[src/rtl/move_pkg.sv]
// move_pkg: shared direction encodings, scheduler state enum and default speed-ramp constants
package move_pkg;
  localparam logic [1:0] DIR_A = 2'd0;
  localparam logic [1:0] DIR_D = 2'd1;
  localparam logic [1:0] DIR_W = 2'd2;
  localparam logic [1:0] DIR_S = 2'd3;
  localparam int MAX_SPEED_DEF = 4;
  localparam int RAMP_FRAMES_DEF = 8;
  typedef enum logic {IDLE, ISSUE} state_t;
endpackage

[src/rtl/rr_arbiter4.sv]
// rr_arbiter4: combinational 4-way round-robin pick (mask, last -> grant, any), searching from last+1 with wrap
module rr_arbiter4
  import move_pkg::*;
(
  input  logic [3:0] mask,
  input  logic [1:0] last,
  output logic [1:0] grant,
  output logic       any
);
  always_comb begin
    grant = DIR_A;
    for (int i = 4; i >= 1; i--)
      if (mask[last + 2'(i)]) grant = last + 2'(i);
  end
  assign any = |mask;
endmodule

[src/rtl/move_scheduler.sv]
// move_scheduler: per-frame round-robin step scheduler with hold-time speed ramp over valid/ready; OPPOSE_CANCEL_EN cancels opposing keys
module move_scheduler
  import move_pkg::*;
#(
  parameter int MAX_SPEED   = MAX_SPEED_DEF,
  parameter int RAMP_FRAMES = RAMP_FRAMES_DEF
) (
  input  logic       clk,
  input  logic       rst,
  input  logic       frame_tick,
  input  logic       key_a,
  input  logic       key_d,
  input  logic       key_w,
  input  logic       key_s,
  input  logic       step_ready,
  output logic       step_valid,
  output logic [1:0] step_dir,
  output logic [2:0] speed,
  output logic       busy,
  output logic       overrun
);
  state_t     state, state_n;
  logic [3:0] mask, mask_n, key_mask;
  logic [1:0] last_grant, last_n, grant;
  logic [7:0] hold_cnt, hold_n, hold_inc;
  logic [2:0] speed_n, budget, budget_n;
  logic       any, ramp, active;
`ifdef OPPOSE_CANCEL_EN
  assign key_mask = {{2{~(key_w & key_s)}} & {key_s, key_w}, {2{~(key_a & key_d)}} & {key_d, key_a}};
`else
  assign key_mask = {key_s, key_w, key_d, key_a};
`endif
  assign active   = |key_mask;
  assign hold_inc = hold_cnt + 8'd1;
  assign ramp     = hold_inc == 8'(RAMP_FRAMES);
  rr_arbiter4 u_arb (.mask(mask), .last(last_grant), .grant(grant), .any(any));
  assign step_valid = state == ISSUE && any;
  assign busy       = step_valid;
  assign step_dir   = step_valid ? grant : DIR_A;
  always_comb begin
    state_n  = state;
    mask_n   = mask;
    last_n   = last_grant;
    hold_n   = hold_cnt;
    speed_n  = speed;
    budget_n = budget;
    if (state == IDLE && frame_tick) begin
      mask_n   = key_mask;
      hold_n   = active && !ramp ? hold_inc : 8'd0;
      speed_n  = !active ? 3'd1 : (ramp && speed < 3'(MAX_SPEED)) ? speed + 3'd1 : speed;
      budget_n = active ? speed_n : 3'd0;
      state_n  = active ? ISSUE : IDLE;
    end else if (state == ISSUE && step_ready) begin
      last_n   = grant;
      budget_n = budget - 3'd1;
      state_n  = budget == 3'd1 ? IDLE : ISSUE;
    end
  end
  always_ff @(posedge clk) begin
    if (rst) begin
      state      <= IDLE;
      mask       <= 4'd0;
      last_grant <= DIR_S;
      hold_cnt   <= 8'd0;
      speed      <= 3'd1;
      budget     <= 3'd0;
      overrun    <= 1'b0;
    end else begin
      state      <= state_n;
      mask       <= mask_n;
      last_grant <= last_n;
      hold_cnt   <= hold_n;
      speed      <= speed_n;
      budget     <= budget_n;
      overrun    <= state == ISSUE && frame_tick;
    end
  end
endmodule

[config.mk]
export PLATFORM = sky130hd
export DESIGN_NAME = move_scheduler
export DESIGN_NICKNAME = d
export VERILOG_FILES = /design/src/rtl/move_pkg.sv /design/src/rtl/rr_arbiter4.sv /design/src/rtl/move_scheduler.sv
export SDC_FILE = /design/constraint.sdc
export NUM_CORES = 1
export LEC_CHECK = 0
export CELL_PAD_IN_SITES_DETAIL_PLACEMENT = 0
export CELL_PAD_IN_SITES_GLOBAL_PLACEMENT = 1
export CORE_MARGIN = 4
export CORE_UTILIZATION = 44
export CTS_CLUSTER_DIAMETER = 200
export DETAILED_ROUTE_END_ITERATION = 7
export PLACE_DENSITY_LB_ADDON = 0.2
export SETUP_SLACK_MARGIN = 0.4
export SLEW_MARGIN = 25
export SYNTH_ARGS = -nofsm -noshare
export SYNTH_HDL_FRONTEND = slang
export SYNTH_HIERARCHICAL = 1
export SYNTH_SLANG_ARGS = --single-unit
[constraint.sdc]
create_clock -name clk -period 3.9 [get_ports clk]
set_input_delay 0.78 -clock clk [delete_from_list [all_inputs] [get_ports clk]]
set_output_delay 0.78 -clock clk [all_outputs]
set_load 0.1 [all_outputs]
==> impl_metrics.tcl <==
set metrics [dict create \
    finalSetupViolations 0 \
    netlist_instances 151 \
    antenna_cells 0 \
    die_h_um 61.7 \
    drive_gt1_share_pct 12.8 \
    grtUsageMet3_pct 2.89 \
    routed_via_density 5.79 \
    syn_area_mm2 0.00127 \
    final_max_slew_viol_count 0 \
    areaGrowthSynthToFinish_pct 15.2 \
    met2_usage_pct 26.9 \
    numPortBuffers 15 \
    min_path_cells 2 \
    grt.busiest_layer "met2" \
    powerDensity_mw_per_mm2 335 \
    routed_wl_um 2750 \
    cp.arrival_ns 2.18 \
    nNetsFinal 178 \
    crit_type "reg -> out" \
    cts-resized-gates 0 \
    hold_class "reg -> reg" \
    drtPass1Iterations 4 \
    synth_edf_count 0 \
    fp.coreArea_mm2 0.00276 \
    gp_congestion 0.821 \
    wire_per_inst_um 14.1 \
    crit_fanout 5 \
    ys_seq_elements 22 \
    max_freq_ghz 0.337 \
    use_met1_pct 21.2 \
    rsz0062_at_grt "no" \
    crit_required_ns 3.12 \
    multi_input_area_um2 782 \
    drt-initial-drc-count 56 \
    start_util_pct 46.0 \
    ff2ff_path_depth 6 \
    start_kind "flip-flop" \
    tightestPinTransition_ns 0.974 \
    dieArea_mm2 0.00381 \
    cap_violations 0 \
    clk_pin_slew_ns 0.13 \
    io_pins 16 \
    cts_buffer_depth 2 \
    ys_warn_count 6 \
    ant_nets 0 \
    power.leakage_nw 0.554 \
    ff_latch_area_um2 440 \
    synthDistinctLibCells 46 \
    grt_pass1_wl_um 4680 \
    synthArstFlopShare_pct 0 \
    n_fill_cell 275 \
    cts_tree "yes" \
    finalCriticalPeriod_ns 2.96 \
    overflow 0 \
    num_vias 1130 \
    grt_pass1_vias 1043 \
    cp-end-kind "output port" \
    finalNonFillerCells 195 \
    irDropWorstVdd_mv 0.283 \
    clk_latency_ns 0.31 \
    syn-num-nets 164 \
    hold_buffers 0 \
    grt_use_total_pct 16.2 \
    place_inst 191 \
    clock-skew-final_ns 0.00464 \
    cts_max_level 1 \
    dp_hpwl_um 2020 \
    status "complete, no violations" \
    avgSynthCellArea_um2 8.40 \
    ys_seq_area_share_pct 34.7 \
    finalCritPeriodShare_pct 76.0 \
    cts_setup_buffers 0 \
    slew_headroom_pct 34.9 \
    clock_sinks 22 \
    numCtsBuffers 3 \
    std_cell_rows 19 \
    synth_ff_type "dfxtp_1" \
    grt_max_degree 20 \
    die_width_um 61.7 \
    finalHoldViolations 0 \
    drc 0 \
    antenna_found_initial 0 \
    root_buffer "clkbuf_4" \
    tns_ns 0 \
]
critical path, stage by stage, from the launching register on:
cell	delay [ns]
dfxtp_1	0.45
nor2_1	0.06
nand2_1	0.09
and2_1	0.14
clkdlybuf4s50_1	1.13
metal layers:
metal	vias to the layer above	part of all wire [%]
met3	4	5.6
met5	-	0
met4	0	1.1
met2	35	46
met1	521	47
li1	570	-
cells in the final DEF (no fill, tap or decap), types with 2 or more instances in the layout:
master           Yosys  routed
a211o_1              2       2
a21oi_1             15      15
a31oi_1              3       3
and3_1               5       5
buf_4                1       3
clkbuf_4             0       3
clkdlybuf4s50_1      0      13
dfxtp_1             22      22
ha_1                 5       5
inv_1                3       3
mux2i_1              2       2
nand2_1             19      19
nand2b_1             4       4
nand3_1              3       3
nor2_1              12      12
nor3_1               3       3
o21a_4               2       2
o21ai_0             10      10
o22ai_1              2       2
or2b_2               2       2
or3_1                2       2
xnor2_1              4       4
layout make-up:
cell class | count | area share (%)
sequential | 22 | 30.1
tap | 31 | 2.65
clock buffer | 4 | 2.48
inverter | 3 | 0.771
timing repair buffer | 16 | 10.4
multi-input combinational | 119 | 53.5
power by group:
group | leakage (nW) | total [mW] | internal (mW) | switching, mW
Sequential | 0.179 | 0.251 | 0.236 | 0.0145
Combinational | 0.353 | 0.112 | 0.0418 | 0.0697
Clock | 0.0210 | 0.128 | 0.0570 | 0.0707
Total | 0.554 | 0.490 | 0.335 | 0.155
state kept, by name (all words and copies together), names as in the netlist:
name,cells
state,1
mask,4
budget,3
hold_cnt,8
speed,3
last_grant,2
overrun,1
synthesized netlist by cell type, drive strengths merged (4+ instances only):
| cell type | instances | area share [%] |
|---|---|---|
| nand2 | 19 | 5.6 |
| clkbuf | 6 | 2.7 |
| o21ai | 11 | 4.3 |
| and3 | 6 | 3.1 |
| dfxtp | 22 | 35 |
| xnor2 | 4 | 2.8 |
| a21oi | 16 | 6.6 |
| nor2 | 12 | 3.6 |
| nand2b | 4 | 2.0 |
| ha | 5 | 4.9 |
logic make-up after synthesis:
logic type | after synthesis | synth area share (%)
adders and majority gates | 5 | 4.93
DFF | 22 | 34.7
xor gates and xnor gates | 4 | 2.76
AOI/OAI and AO/OA | 44 | 24.4
and+or+nand+nor | 63 | 26.6
muxes | 3 | 2.47
buffers and inverters | 10 | 4.14
worst paths after layout:
path	from	slack (ns)	to
setup / recovery	mask[1]	0.94	busy
hold / removal	mask[2]	0.50	mask[2]
setup reg to reg	hold_cnt[0]	1.79	budget[1]
hold reg to reg	mask[2]	0.50	mask[2]
metrics by stage:
stage | util [%] | area (um^2) | power (mW) | hold WS [ns] | setup WS, ns
floorplan | - | 1270 | 0.340 | 0.459 | 1.37
global placement | 51.5 | 1420 | 0.365 | 0.479 | 0.969
detailed placement | 51.5 | 1420 | 0.367 | 0.481 | 0.992
CTS | 52.8 | 1460 | 0.499 | 0.498 | 0.901
global route | 53.0 | 1460 | 0.518 | 0.540 | 0.818
finish | 53.0 | 1460 | 0.490 | 0.497 | 0.937
Power figures use the tool's default switching activity.
